**src/rtl/plru_tree_replace_pkg.sv**
```systemverilog
// Shared types and default geometry for the tree pseudo-LRU replacement unit.
package plru_tree_replace_pkg;

   localparam int unsigned PLRU_DEF_WAYS = 4;
   localparam int unsigned PLRU_DEF_SETS = 8;

   // Legacy 4-way tree state, {root, left, right}.
   typedef logic [2:0] lc3b_plru4;

endpackage

```
**src/rtl/plru_victim_sel.sv**
```systemverilog
// Combinational victim picker: lowest invalid way first, otherwise walk the PLRU tree.
module plru_victim_sel
   import plru_tree_replace_pkg::*;
#(
   parameter int unsigned WAYS  = PLRU_DEF_WAYS,
   parameter int unsigned WAY_W = $clog2(WAYS)
) (
   input  logic [WAYS-2:0]  tree,
   input  logic [WAYS-1:0]  way_valid,
   output logic [WAYS-1:0]  victim_way_c,
   output logic [WAY_W-1:0] victim_idx_c
);

   int unsigned      node;
   logic [WAY_W-1:0] pos;

   // Heap node k lives at tree bit WAYS-1-k; the leaf reached is node WAYS+way.
   always_comb begin
      node = 1;
      pos  = '0;
      for (int unsigned l = 0; l < WAY_W; l++) begin
         pos  = WAY_W'(WAYS - 1 - node);
         node = 2 * node + 32'(tree[pos]);
      end
      victim_idx_c = WAY_W'(node - WAYS);
      for (int i = int'(WAYS) - 1; i >= 0; i--) begin
         if (!way_valid[i]) victim_idx_c = WAY_W'(i);
      end
      victim_way_c = WAYS'(1) << victim_idx_c;
   end

endmodule

```
**src/rtl/plru_tree_replace.sv**
```systemverilog
// Per-set tree pseudo-LRU state with touch update and a registered one-hot victim.
module plru_tree_replace
   import plru_tree_replace_pkg::*;
#(
   parameter int unsigned WAYS  = PLRU_DEF_WAYS,
   parameter int unsigned SETS  = PLRU_DEF_SETS,
   parameter int unsigned IDX_W = $clog2(SETS),
   parameter int unsigned WAY_W = $clog2(WAYS)
) (
   input  logic             clk,
   input  logic             rst_n,
   input  logic             flush,
   input  logic             touch_valid,
   input  logic [IDX_W-1:0] touch_set,
   input  logic [WAYS-1:0]  touch_way,
   input  logic             query_valid,
   input  logic [IDX_W-1:0] query_set,
   input  logic [WAYS-1:0]  way_valid,
   output logic             victim_valid,
   output logic [WAYS-1:0]  victim_way,
   output logic [WAY_W-1:0] victim_idx,
   output logic             touch_err
);

   logic [WAYS-2:0]  tree_q [SETS];
   logic [WAYS-2:0]  tree_upd_c;
   logic [WAYS-2:0]  query_tree_c;
   logic [WAY_W-1:0] touch_idx_c;
   logic [WAY_W-1:0] idx_sh;
   logic [WAY_W-1:0] pos;
   int unsigned      node;
   logic             touch_onehot_c;
   logic             touch_ok_c;
   logic [WAYS-1:0]  sel_way_c;
   logic [WAY_W-1:0] sel_idx_c;

   assign touch_onehot_c = $onehot(touch_way);
   assign touch_ok_c     = touch_valid && touch_onehot_c && !flush;

   always_comb begin
      touch_idx_c = '0;
      for (int unsigned i = 0; i < WAYS; i++) begin
         if (touch_way[i]) touch_idx_c = WAY_W'(i);
      end
   end

   // Walk the path to the touched way MSB-first, pointing each node at the other half.
   always_comb begin
      tree_upd_c = tree_q[touch_set];
      idx_sh     = touch_idx_c;
      node       = 1;
      pos        = '0;
      for (int unsigned l = 0; l < WAY_W; l++) begin
         pos             = WAY_W'(WAYS - 1 - node);
         tree_upd_c[pos] = ~idx_sh[WAY_W-1];
         node            = 2 * node + 32'(idx_sh[WAY_W-1]);
         idx_sh          = idx_sh << 1;
      end
   end

   // Flush wins over a same-cycle touch; same-set touch is bypassed into the query.
   always_comb begin
      query_tree_c = tree_q[query_set];
      if (flush) begin
         query_tree_c = '0;
      end else if (touch_ok_c && (touch_set == query_set)) begin
         query_tree_c = tree_upd_c;
      end
   end

   plru_victim_sel #(
      .WAYS  (WAYS),
      .WAY_W (WAY_W)
   ) u_victim_sel (
      .tree         (query_tree_c),
      .way_valid    (way_valid),
      .victim_way_c (sel_way_c),
      .victim_idx_c (sel_idx_c)
   );

   always_ff @(posedge clk or negedge rst_n) begin
      if (!rst_n) begin
         for (int unsigned s = 0; s < SETS; s++) tree_q[s] <= '0;
      end else if (flush) begin
         for (int unsigned s = 0; s < SETS; s++) tree_q[s] <= '0;
      end else if (touch_ok_c) begin
         tree_q[touch_set] <= tree_upd_c;
      end
   end

   always_ff @(posedge clk or negedge rst_n) begin
      if (!rst_n) begin
         victim_valid <= 1'b0;
         victim_way   <= '0;
         victim_idx   <= '0;
         touch_err    <= 1'b0;
      end else begin
         victim_valid <= query_valid;
         touch_err    <= touch_valid && !touch_onehot_c;
         if (query_valid) begin
            victim_way <= sel_way_c;
            victim_idx <= sel_idx_c;
         end
      end
   end

endmodule

```
**config.mk**
```make
export PLATFORM = sky130hd
export DESIGN_NAME = plru_tree_replace
export DESIGN_NICKNAME = d
export VERILOG_FILES = /design/src/rtl/plru_tree_replace_pkg.sv /design/src/rtl/plru_victim_sel.sv /design/src/rtl/plru_tree_replace.sv
export SDC_FILE = /design/constraint.sdc
export NUM_CORES = 1
export LEC_CHECK = 0
export ABC_AREA = 1
export ABC_CLOCK_PERIOD_IN_PS = 2000
export CORE_UTILIZATION = 45
export CTS_CLUSTER_DIAMETER = 80
export DETAILED_ROUTE_END_ITERATION = 8
export HOLD_SLACK_MARGIN = 0.02
export PLACE_DENSITY = 0.7
export SKIP_CTS_REPAIR_TIMING = 1
export SYNTH_ARGS = -nofsm -noshare
export SYNTH_HDL_FRONTEND = slang
export SYNTH_SLANG_ARGS = --single-unit
```
**constraint.sdc**
```tcl
create_clock -name clk -period 2 [get_ports clk]
set_input_delay 0.2 -clock clk [delete_from_list [all_inputs] [get_ports clk]]
set_output_delay 0.2 -clock clk [all_outputs]
set_load 0.005 [all_outputs]
```
==> results by group, run 1 <==
Synth
  • Post-Syn Area: 2020 sq um
  • Asr flop ratio synth: 100%
  • Syn Area/Cell: 7.16 sq um
  • EDFF count, synth: 0
  • Syn Inst Count: 282
  • Dominant cell type by area after synthesis: dfrtp_1
  • Most common cell in the netlist: nand2_1
  • Synth warnings: 0
  • Register area share after synthesis: 39.7%
  • Ranking of synthesized cells by area: dfrtp_1 40%, nand2_1 17%, nand3_1 7.4%
  • Post-synth top cells: 94 x nand2_1, 34 x inv_1, 32 x dfrtp_1
  • Main synth FF type: dfrtp_1
  • Number of distinct library cells after synthesis: 31
  • Post-synth top area share: 39.7%
  • Syn Nets: 304
  • Post-synthesis sequential element count: 32

Clock tree
  • Number of clock sinks: 32
  • CTS tree: built
  • TritonCTS Buffers: 5
  • CTS root buf: clkbuf_8
  • Worst-case clock buffer depth: 2
  • Worst-skew pair later-pin latency: 290 ps
  • CTS clk-pin slew, worst paths: 70 ps
  • H-tree depth: 2

Worst setup path
  • Critical path class: in2reg
  • Worst Setup Start Kind: input pin
  • CP arrival: 2340 ps
  • CP Capture Type: flip-flop
  • WP data required: 2180 ps
  • Worst r2r src: tree_q[9]$_DFFE_PN0P_
  • Setup crit start: touch_way[0]
  • Worst Path Max Fanout: 4

Global route
  • Antenna violations before repair: 0
  • Global route overflow: 0
  • Number of global-route vias before repair: 1767
  • Global-route usage over all layers: 24.2%
  • Pin count of the biggest net entering global routing: 33
  • First-pass GRT wire length: 8210 microns

Timing
  • Final setup violation count: 6
  • Maximum clock frequency: 464 MHz
  • Pins Over Slew Limit: 0
  • Worst-margin pin slew: 419 ps
  • Clk_skew: 11.1 ps
  • Fin. Hold Viols: 0
  • Max_slew headroom: 72.1%
  • Period utilization: 108%
  • Worst Hold Slack: 309 ps
  • Setup WS post-layout: -154 ps
  • RSZ-0062 raised after global routing: yes
  • Min Tclk post-route: 2150 ps

Run
  • Max_cap viols: 0

Pwr
  • Leak pwr: 1.25 nW
  • Power Density: 580 nW/um^2
  • Total power: 1.53 mW
  • VDD IR max: 0.372 mV

Detailed routing
  • Post-route ant nets: 0
  • Vias: 2046
  • WL/cell: 13.8 microns
  • Met2 wire length: 2360 microns
  • DRC viols: 0
  • Met1 WL: 2450 microns
  • DRT iter0 DRCs: 164
  • Met3 Routed Length: 391 microns
  • DR top layer: met4
  • 1st-pass router iterations: 5
  • Drt total wl: 5290 microns
  • Via/cell ratio: 5.34

Min path
  • Hold Path Class: in2async

Layout
  • Ant diodes: 0
  • Final Net Count: 355
  • Layout area overhead: 30.8%
  • Share of layout cells above drive strength 1: 19.8%

Outcome
  • Outcome: finished with violations
  • Failing checks: negative setup slack

Floorplan
  • Die Y: 69.0 microns
  • Core Area: 4140 sq um
  • Die Width: 69.0 microns
  • FP Rows: 23
  • Starting Density: 48.7%
  • Num ports: 27
  • DIE AREA: 4760 sq um

Placement
  • Number of port buffers: 26
  • Gp weighted congestion: 0.876
  • DP Wirelength: 3960 microns
-- final timing paths --
check / cells after the start / endpoint / slack (ps)
hold reg to reg: 2 / victim_way[2]$_DFFE_PN0P_ / 490
setup reg to reg: 14 / victim_idx[0]$_DFFE_PN0P_ / 400
setup / recovery: 20 / victim_way[2]$_DFFE_PN0P_ / -150
hold / removal: 2 / tree_q[20]$_DFFE_PN0P_ / 310
min in group clk: 5 / tree_q[11]$_DFFE_PN0P_ / 380
max in group asynchronous: 2 / tree_q[2]$_DFFE_PN0P_ / 1380
-- logic make-up after synthesis --
family / after synthesis / share of synthesized area (%)
compound gates: 44 / 12.5
xor+xnor: 1 / 0.434
fa+ha+maj: 3 / 2.23
buf+inv: 50 / 11.7
flops: 32 / 39.7
simple gates: 152 / 33.5
-- sequential cells by signal, indices dropped and copies added (netlist names) --
| name | cells |
|---|---|
| victim_valid | 1 |
| touch_err | 1 |
| tree_q | 24 |
| victim_way | 4 |
| victim_idx | 2 |
-- worst max-delay path: stages --
cell	delay, ps
buf_8	80
inv_8	20
fa_1	520
inv_1	40
ha_2	170
ha_4	220
inv_4	60
nand4_4	80
nor2_4	120
nand3_4	90
nand2_2	90
nand3_2	80
nor2_1	100
nand2_1	60
nand3_1	60
nand2_1	60
nand2_2	100
nand2_4	80
nand2_2	70
nand2_1	50
-- layout make-up --
type	instances	area, sq um
fill	384	1500
multi-input combinational	200	1040
sequential	32	801
timing repair buffer	54	492
inverter	40	169
clock buffer	6	72.6
tap	50	62.6
clock inverter	1	5.00
-- power breakdown --
group	internal, mW	total [mW]	switching [mW]
Combinational	0.173	0.382	0.209
Clock	0.236	0.474	0.238
Sequential	0.665	0.674	0.00896
Total	1.07	1.53	0.456
-- metrics by stage --
| step | instances | setup TNS [ps] | setup WS [ps] | utilization [%] | cell area [sq um] |
|---|---|---|---|---|---|
| 5_1_grt | 383 | -1510 | -263 | 63.7 | 2640 |
| 6_report | 383 | -636 | -154 | 63.7 | 2640 |
| 4_1_cts | 382 | -13200 | -736 | 62.4 | 2590 |
| 2_1_floorplan | 282 | -1840 | -358 | - | 2050 |
| 3_5_place_dp | 375 | -22250 | -1030 | 60.6 | 2510 |
| 3_3_place_gp | 375 | -21460 | -966 | 60.6 | 2510 |
-- cell usage in the layout, fill, tap and decap left out, types with 3 or more instances in the layout --
cell type | synthesis | routed
buf_4 | 2 | 27
o22ai_1 | 18 | 18
clkbuf_8 | 0 | 5
nor2_1 | 13 | 11
nand3_1 | 30 | 30
nand2_2 | 3 | 6
clkdlybuf4s50_1 | 0 | 23
dfrtp_1 | 32 | 32
nand2_1 | 94 | 90
inv_4 | 2 | 3
inv_2 | 2 | 5
a21oi_1 | 5 | 5
inv_1 | 34 | 28
o21ai_0 | 17 | 17
nand2_4 | 3 | 4
-- routing by layer --
metal	global-route usage (%)	vias up
li1	-	1013
met1	33.9	942
met2	35.4	83
met3	6.91	8
met4	7.91	0
met5	0	-
Power figures use the tool's default switching activity.
==> inputs of run 2 (changes only) <==
- ABC_CLOCK_PERIOD_IN_PS: 2000 -> 2300
- clock period: 2 -> 2.3 ns (I/O delays scaled with it)
==> run 2 against run 1 <==
Effect of this change: clock power shrank 14%; the flow now finishes without violations; die area is the same; sequential cell count is the same; worst hold slack gained 39 ps; combinational power shrank 14%; routed wire length grew 1.1%; cell area shrank 1.6%; critical path depth shrank 3; power shrank 14%; largest cell class unchanged; sequential share of layout area grew 0.48 points; register-to-register slack gained 280 ps; critical endpoint is now victim_way[3]$_DFFE_PN0P_; largest power group unchanged; cell count shrank 1.8%.
==> results by group, run 2 (same netlist as run 1, synthesis figures left out) <==
Pwr
  • VDD IR max: 0.276 mV (was 0.372 mV)
  • Leak pwr: 1.22 nW (was 1.25 nW)
  • Total power: 1.32 mW (was 1.53 mW)
  • Power Density: 509 nW/um^2 (was 580 nW/um^2)

Floorplan
  • FP Rows: 23 (unchanged)
  • Die Y: 69.0 microns (unchanged)
  • Num ports: 27 (unchanged)
  • DIE AREA: 4760 sq um (unchanged)
  • Die Width: 69.0 microns (unchanged)
  • Starting Density: 48.7% (unchanged)
  • Core Area: 4140 sq um (unchanged)

Placement
  • Cell count after placement: 367 (was 375)
  • Gp weighted congestion: 0.906 (was 0.876)
  • Number of port buffers: 26 (unchanged)
  • Placed instance area: 2440 sq um (was 2510 sq um)
  • DP Wirelength: 3910 microns (was 3960 microns)

Global route
  • Global-route usage over all layers: 24.8% (was 24.2%)
  • Antenna violations before repair: 0 (unchanged)
  • First-pass GRT wire length: 8590 microns (was 8210 microns)
  • Number of global-route vias before repair: 1853 (was 1767)
  • Pin count of the biggest net entering global routing: 33 (unchanged)
  • Global route overflow: 0 (unchanged)

Detailed routing
  • DRT iter0 DRCs: 209 (was 164)
  • WL/cell: 14.2 microns (was 13.8 microns)
  • 1st-pass router iterations: 4 (was 5)
  • Vias: 2028 (was 2046)
  • Via/cell ratio: 5.39 (was 5.34)
  • Post-route ant nets: 0 (unchanged)
  • Drt total wl: 5340 microns (was 5290 microns)
  • DRC viols: 0 (unchanged)

Worst setup path
  • Crit-path slowest cell: fa_1 (unchanged)
  • Critical path, cell by cell: buf_8 -> inv_8 -> fa_1 -> inv_2 -> ha_4 -> ha_4 -> inv_4 -> nand4_4 -> nor2_4 -> nand3_4 -> nand2_2 -> nand3_4 -> nand3_1 -> nand3_2 -> nor2_4 -> inv_1 -> o21ai_2 (was buf_8 -> inv_8 -> fa_1 -> inv_1 -> ha_2 -> ha_4 -> inv_4 -> nand4_4 -> nor2_4 -> nand3_4 -> nand2_2 -> nand3_2 -> nor2_1 -> nand2_1 -> nand3_1 -> nand2_1 -> nand2_2 -> nand2_4 -> nand2_2 -> nand2_1)
  • Crit path largest cell delay: 540 ps (was 520 ps)
  • CP arrival: 2480 ps (was 2340 ps)
  • Worst Path Max Fanout: 4 (unchanged)
  • WP data required: 2510 ps (was 2180 ps)
  • Critical path class: in2reg (unchanged)
  • Delay-heaviest family, CP: simple AND/OR/NAND/NOR gates (unchanged)
  • WP buf/inv: 5 (was 4)
  • Worst Setup Start Kind: input pin (unchanged)
  • CP Capture Type: flip-flop (unchanged)

Min path
  • Hold Path Class: in2async (unchanged)

Layout
  • Layout area overhead: 28.8% (was 30.8%)
  • Post-route cell area: 2600 sq um (was 2640 sq um)
  • Share of layout cells above drive strength 1: 18.4% (was 19.8%)
  • Top reg by flops: tree_q (unchanged)
  • Top Registers: tree_q (24), victim_way (4), victim_idx (2) (unchanged)
  • Commonest non-fill, non-tap cell in the layout: nand2_1 (unchanged)
  • Most frequent cells in the layout: 91 x nand2_1, 32 x dfrtp_1, 29 x nand3_1, 28 x inv_1, 23 x clkdlybuf4s50_1 (was 90 x nand2_1, 32 x dfrtp_1, 30 x nand3_1, 28 x inv_1, 27 x buf_4)
  • Ant diodes: 0 (unchanged)
  • Fin cells: 376 (was 383)
  • Max FFs per register: 24 (unchanged)
  • Fill cells: 356 (was 384)
  • Final Net Count: 348 (was 355)

Clock tree
  • Worst-skew pair later-pin latency: 280 ps (was 290 ps)
  • CTS clk-pin slew, worst paths: 70 ps (about the same)
  • Worst-case clock buffer depth: 2 (unchanged)
  • H-tree depth: 2 (unchanged)
  • Number of clock sinks: 32 (unchanged)
  • CTS root buf: clkbuf_8 (unchanged)
  • TritonCTS Buffers: 5 (unchanged)
  • CTS tree: built (unchanged)

Timing
  • Pins Over Slew Limit: 0 (unchanged)
  • Final setup violation count: 0 (was 6)
  • Min Tclk post-route: 2280 ps
  • Period utilization: 99.0%
  • Fin. Hold Viols: 0 (unchanged)
  • Clk_skew: 7.12 ps (was 11.1 ps)
  • Worst-margin pin slew: 416 ps (was 419 ps)
  • Setup_tns: 0 ps (was -636 ps)
  • Max_slew headroom: 72.2% (was 72.1%)
  • Maximum clock frequency: 439 MHz
  • RSZ-0062 raised after global routing: yes (unchanged)

Run
  • Max_cap viols: 0 (unchanged)

Outcome
  • Outcome: finished, final reports clean (was finished with violations)
[run 2: path summary, 6_finish.rpt]
check	start	to	slack, ps	cells past startpoint
max reg2reg	tree_q[12]$_DFFE_PN0P_	victim_way[3]$_DFFE_PN0P_	680	16
max in group asynchronous	rst_n	tree_q[1]$_DFFE_PN0P_	1640	2
max	touch_way[0]	victim_way[3]$_DFFE_PN0P_	20	17
min in group clk	touch_way[3]	tree_q[5]$_DFFE_PN0P_	440	5
min reg2reg	victim_idx[1]$_DFFE_PN0P_	victim_idx[1]$_DFFE_PN0P_	480	2
min	rst_n	tree_q[16]$_DFFE_PN0P_	350	2
[run 2: routing by layer]
layer  part of all wire [%]  vias up  global-route usage [%]
li1                       -      998                       -
met1                     46      950                    35.4
met2                     46       74                    37.7
met3                    6.1        6                    4.28
met4                    1.2        0                    8.16
met5                      0        -                       0
[run 2: layout make-up]
| class | count | area, sq um | area share, % |
|---|---|---|---|
| Clock buffer | 6 | 72.6 | 2.79 |
| Multi-Input combinational cell | 200 | 1070 | 41.0 |
| Timing Repair Buffer | 47 | 427 | 16.4 |
| Sequential cell | 32 | 801 | 30.8 |
| Inverter | 40 | 165 | 6.36 |
| Tap cell | 50 | 62.6 | 2.41 |
| Clock inverter | 1 | 5.00 | 0.193 |
[run 2: where the power goes]
group	internal [mW]	switching, mW	total [mW]
clock	0.206	0.204	0.409
sequential	0.578	0.00781	0.586
combinational	0.145	0.182	0.327
[run 2: stage by stage]
stage	worst slack (ps)	util, %	hold WS, ps
detailed placement	-810	58.8	469
CTS	-517	60.7	368
global route	-84.4	62.7	412
floorplan	-88.1	-	-65.6
finish	23.3	62.7	348
global placement	-712	58.8	465
